**config.mk**
```make
export PLATFORM = sky130hd
export DESIGN_NAME = cla_pipe_adder
export DESIGN_NICKNAME = d
export VERILOG_FILES = /design/src/rtl/cla_pipe_adder.sv
export SDC_FILE = /design/constraint.sdc
export NUM_CORES = 1
export LEC_CHECK = 0
export CORE_MARGIN = 1
export CORE_UTILIZATION = 53
export CTS_BUF_LIST = sky130_fd_sc_hd__clkbuf_8
export DETAILED_ROUTE_END_ITERATION = 7
export HOLD_SLACK_MARGIN = 0.12
export PLACE_DENSITY = 0.82
export SLEW_MARGIN = 10
export SYNTH_ARGS = -nofsm -noshare
export SYNTH_HDL_FRONTEND = slang
export SYNTH_SLANG_ARGS = --single-unit
export TNS_END_PERCENT = 1
```
**constraint.sdc**
```tcl
create_clock -name clk -period 3.15 [get_ports clk]
set_input_delay 0.315 -clock clk [delete_from_list [all_inputs] [get_ports clk]]
set_output_delay 0.315 -clock clk [all_outputs]
set_load 0.01 [all_outputs]
```
**src/rtl/cla_pipe_adder.sv**
```systemverilog
// Two-stage pipelined carry-lookahead adder with valid/ready handshake.
// Stage 1 registers bit generate/propagate and 4-bit group GG/GP terms.
// Stage 2 resolves group carries, then bit carries, and registers S/cout.
// Optional signed-overflow output is enabled by defining CLA_OVF_EN.
module cla_pipe_adder #(
    parameter int WIDTH = 16
) (
    input  logic             clk,
    input  logic             rst,
    input  logic             in_valid,
    output logic             in_ready,
    input  logic [WIDTH-1:0] a,
    input  logic [WIDTH-1:0] b,
    input  logic             in,
    output logic             out_valid,
    input  logic             out_ready,
    output logic [WIDTH-1:0] S,
    output logic             cout
`ifdef CLA_OVF_EN
    ,
    output logic             ovf
`endif
);

    localparam int NG = WIDTH / 4;

    // Stage-1 state
    logic             v1;
    logic [WIDTH-1:0] g1;
    logic [WIDTH-1:0] p1;
    logic [NG-1:0]    gg1;
    logic [NG-1:0]    gp1;
    logic             c1;

    // Stage-2 valid flag
    logic v2;

    // Combinational terms
    logic [WIDTH-1:0] g_in;
    logic [WIDTH-1:0] p_in;
    logic [NG-1:0]    gg_in;
    logic [NG-1:0]    gp_in;
    logic [WIDTH:0]   carry;
    logic [WIDTH-1:0] sum;
    logic             load1;
    logic             load2;

    // Handshake: stage 2 advances when empty or drained; stage 1 when empty or stage 2 advances
    always_comb begin
        load2     = !v2 || out_ready;
        load1     = !v1 || load2;
        in_ready  = !v1 || !v2 || out_ready;
        out_valid = v2;
    end

    // Bit and 4-bit group generate/propagate terms from the incoming operands
    always_comb begin
        g_in  = a & b;
        p_in  = a ^ b;
        gg_in = '0;
        gp_in = '0;
        for (int unsigned k = 0; k < NG; k++) begin
            gg_in[k] = g_in[4*k+3]
                     | (p_in[4*k+3] & g_in[4*k+2])
                     | (p_in[4*k+3] & p_in[4*k+2] & g_in[4*k+1])
                     | (p_in[4*k+3] & p_in[4*k+2] & p_in[4*k+1] & g_in[4*k]);
            gp_in[k] = &p_in[4*k +: 4];
        end
    end

    // Group carries from registered GG/GP, then bit carries within each group.
    // Scalar running carries keep the carry vector free of self-dependencies.
    always_comb begin
        logic gcar;
        logic rc;
        carry = '0;
        gcar  = c1;
        rc    = 1'b0;
        for (int unsigned k = 0; k < NG; k++) begin
            rc = gcar;
            for (int unsigned j = 0; j < 4; j++) begin
                carry[4*k+j] = rc;
                rc = g1[4*k+j] | (p1[4*k+j] & rc);
            end
            gcar = gg1[k] | (gp1[k] & gcar);
        end
        carry[WIDTH] = gcar;
        sum          = p1 ^ carry[WIDTH-1:0];
    end

    // Stage 1 register: capture G/P/GG/GP and carry-in on accept
    always_ff @(posedge clk or posedge rst) begin
        if (rst) begin
            v1  <= 1'b0;
            g1  <= '0;
            p1  <= '0;
            gg1 <= '0;
            gp1 <= '0;
            c1  <= 1'b0;
        end else if (load1) begin
            v1 <= in_valid;
            if (in_valid) begin
                g1  <= g_in;
                p1  <= p_in;
                gg1 <= gg_in;
                gp1 <= gp_in;
                c1  <= in;
            end
        end
    end

    // Stage 2 register: result holds while out_valid is high and out_ready is low
    always_ff @(posedge clk or posedge rst) begin
        if (rst) begin
            v2   <= 1'b0;
            S    <= '0;
            cout <= 1'b0;
`ifdef CLA_OVF_EN
            ovf  <= 1'b0;
`endif
        end else if (load2) begin
            v2 <= v1;
            if (v1) begin
                S    <= sum;
                cout <= carry[WIDTH];
`ifdef CLA_OVF_EN
                ovf  <= carry[WIDTH-1] ^ carry[WIDTH];
`endif
            end
        end
    end

endmodule

```
==> reports/metrics.yaml <==
run_status:
  outcome: "finished clean"
setup_path:
  critical_path.startpoint: "c1$_DFFE_PP0P_"
  reg2reg_setup_slack_ns: 0.67
  critical_path.startpoint_type: "register"
  worst_ep_required_time_ns: 3.34
  worst_path_dominant_cell_family: "simple AND/OR/NAND/NOR gates"
  crit_path_cell_trace: "a211oi_1 > o21bai_1 > ha_1 > or2_2 > ha_1 > or2_2 > ha_1 > nor2_1 > xnor2_1 > mux2_2"
  regToRegStartpoint: "c1$_DFFE_PP0P_"
  critical_path.most_common_cell: "sky130_fd_sc_hd__ha_1"
  critical_path_arrival_ns: 2.68
  path_max_fanout: 4
  setup.worst_path.end_class: "register"
  cp_num_cells: 10
  crit_type: "reg2reg"
  critical_path.n_buffers_inverters: 0
  worst_setup_endpoint: "S[15]$_DFFE_PP0P_"
  timing.critical_path.slowest_stage_cell: "sky130_fd_sc_hd__dfrtp_1"
  worst-r2r-cell-count: 10
  worst_reg2reg_path_endpoint: "S[15]$_DFFE_PP0P_"
  cpPeakStageDelay_ns: 0.43
global_route:
  grt_start_max_net_pins: 57
  wire_length_of_the_first_global_routing_pass_um: 7870
  overall_global_routing_resource_usage: 0.192
  number_of_antenna_violations_at_the_first_check_in_global_routing: 0
  vias_in_the_first_global_route: 1739
  globalRouteOverflowTotal: 0
synthesis:
  synth_xor_area_frac: 0.0127
  yosysUniqueCellTypes: 26
  synth-compound-area-share: 0.0466
  synthSimpleGateAreaFrac: 0.0647
  synth_ff_type: "sky130_fd_sc_hd__dfrtp_1"
  syn_nets: 260
  synth_async_sr_flop_share: 1.00
  yosysTopAreaCell: "sky130_fd_sc_hd__dfrtp_1"
  muxShareOfSynthArea: 0.214
  synth_adder_area_share: 0.127
  netlist_area_mm2: 0.00277
  register_area_share_after_synthesis: 0.507
  synth_edf_count: 0
  ys_warn_count: 0
  synthCells: 195
  post-synth-top-area-fraction: 0.507
  synth.ff_latch_count: 56
  yosys-top-cells-area: "sky130_fd_sc_hd__dfrtp_1 (51%), sky130_fd_sc_hd__mux2_2 (19%), sky130_fd_sc_hd__ha_1 (13%)"
  synth_area_per_inst_um2: 14.2
  synth_top_family_by_area: "multiplexers"
cts:
  post_cts_resized: 0
  clock_h_tree_levels: 2
  cts_num_sinks: 56
  clock_pin_slew_worst_setup_and_hold_paths_ns: 0.10
  ctsHoldBuffers: 0
  cts_buffer_depth: 2
  cts_setup_buffers: 0
  clk_root_buffer_cell: "sky130_fd_sc_hd__clkbuf_8"
  tritoncts: "done"
  tritoncts.num_buffers: 5
  clock_insertion_delay_worst_skew_ns: 0.31
route:
  detail_route.iter0.violations: 89
  drtPass1Iterations: 4
  route.final.wire_length_um: 4700
  dr_total_vias: 1709
  drt.antenna.violating_nets: 0
  drt_drc_violations_left: 0
  viasPerCell: 5.31
  routedWlPerCell_um: 14.6
cells_and_area:
  layout_commonest_cell: "sky130_fd_sc_hd__dfrtp_1"
  drive_gt1_frac: 0.263
  layout_common_cells: "sky130_fd_sc_hd__dfrtp_1 (56), sky130_fd_sc_hd__clkdlybuf4s50_1 (55), sky130_fd_sc_hd__mux2_2 (46), sky130_fd_sc_hd__ha_1 (28), sky130_fd_sc_hd__or2_2 (8)"
  diodes: 0
  final_cell_count_no_fill: 322
  num-nets-final: 319
  postLayoutCellArea_mm2: 0.00344
  finalCoreUtilization: 0.704
  layout-area-overhead-vs-synth_pct: 24.2
sta:
  timing.final.setup_violations: 0
  hold_violations: 0
  finClkSkew_ns: 0.00671
  final_min_period_over_clock_period: 0.788
  worst-slew-pin-transition_ns: 0.678
  finalSetupTns_ns: 0
  achievable-frequency_mhz: 403
  maxSlewViolCount: 0
  grt_setup_unrepaired: "false"
  timing.final.crit_period_ns: 2.48
  slew_headroom: 0.548
die:
  fp.dieH_um: 74.2
  die_width_um: 74.2
  initial_core_util: 0.567
  io_pins: 56
  floorplan_die_area_mm2: 0.00551
  core.rowCount: 25
  core_mm2: 0.00488
hold_path:
  timing.hold.worst.class: "reg2reg"
  min-delay-start: "g1[1]$_DFFE_PP0P_"
  hold_depth: 1
placement:
  port_buf_inserts: 55
  placed_cell_area_mm2: 0.00335
  gp_congestion: 0.704
  detailed_place_hpwl_um: 3460
  post-place-cells: 314
power_and_ir_drop:
  power.total_mw: 2.12
  p_leak_nw: 1.55
  powerDensity_mw_per_mm2: 617
  irDropWorstVdd_mv: 0.371
job:
  maxCapViolations: 0
-- report_power, final --
group / total, mW / switching (mW) / internal (mW) / leakage (nW)
clock: 0.384 / 0.228 / 0.155 / 0.0455
sequential: 1.01 / 0.104 / 0.903 / 0.678
combinational: 0.728 / 0.266 / 0.461 / 0.822
-- how the worst min path moves through the flow --
stage	endpoint
2_1_floorplan	v1$_DFFE_PP0N_
3_3_place_gp	g1[4]$_DFFE_PP0P_
3_5_place_dp	g1[1]$_DFFE_PP0P_
4_1_cts	g1[1]$_DFFE_PP0P_
5_1_grt	S[11]$_DFFE_PP0P_
6_report	g1[1]$_DFFE_PP0P_
-- sequential cells by signal, indices dropped and copies added (netlist names) --
name	flops
out_valid	1
cout	1
g1	12
gg1	4
gp1	4
p1	16
c1	1
v1	1
S	16
-- synth_stat cells, types with 3 or more instances --
cell type / n
sky130_fd_sc_hd__mux2i_1: 4
sky130_fd_sc_hd__dfrtp_1: 56
sky130_fd_sc_hd__xnor2_1: 4
sky130_fd_sc_hd__nand4_1: 4
sky130_fd_sc_hd__mux2_1: 3
sky130_fd_sc_hd__or2_2: 8
sky130_fd_sc_hd__o21ai_0: 5
sky130_fd_sc_hd__inv_1: 5
sky130_fd_sc_hd__nor2_1: 6
sky130_fd_sc_hd__a211oi_1: 5
sky130_fd_sc_hd__o21bai_1: 5
sky130_fd_sc_hd__mux2_2: 46
sky130_fd_sc_hd__ha_1: 28
-- cell families (layout without fill, tap and decap cells) --
| family | count (synthesis) | after routing |
|---|---|---|
| AO/OA/AOI/OAI | 19 | 19 |
| XOR/XNOR | 4 | 4 |
| adder cells (fa/ha/maj) | 28 | 28 |
| buffers and inverters | 9 | 69 |
| flip-flops | 56 | 56 |
| multiplexers | 53 | 53 |
| AND/OR/NAND/NOR | 26 | 26 |
-- worst reg2reg max path, delay by kind of cell (launching register included) --
kind                       cells  cell delay, ns
AOI/OAI and AO/OA              2            0.43
xor gates and xnor gates       1            0.07
adders and majority gates      3            0.53
DFF                            1            0.43
muxes                          1            0.25
and+or+nand+nor                3            0.66
-- area by class of cell --
cell class	instances	area [um^2]
clock buffers	5	68.8
well taps	67	83.8
repair buffers	56	558
flip-flops and latches	56	1400
fillers	376	1440
inverters	5	18.8
clock inverters	3	20.0
multi-input cells	130	1280
-- stage by stage --
step | setup WS, ns | hold slack [ns]
after global routing | 0.445 | 0.528
after detailed placement | 0.687 | 0.487
after floorplan | 0.804 | 0.423
after global placement | 0.726 | 0.480
final | 0.666 | 0.506
after CTS | 0.651 | 0.512
-- routing by layer --
layer,part of all wire,track usage,routed length [um],up-vias
li1,-,-,-,821
met2,0.49,0.315,2310,34
met5,0,0,0,-
met1,0.47,0.257,2190,850
met3,0.030,0.0325,140,4
met4,0.010,0.0755,49,0
No activity file was read; power rests on OpenSTA's default activity.
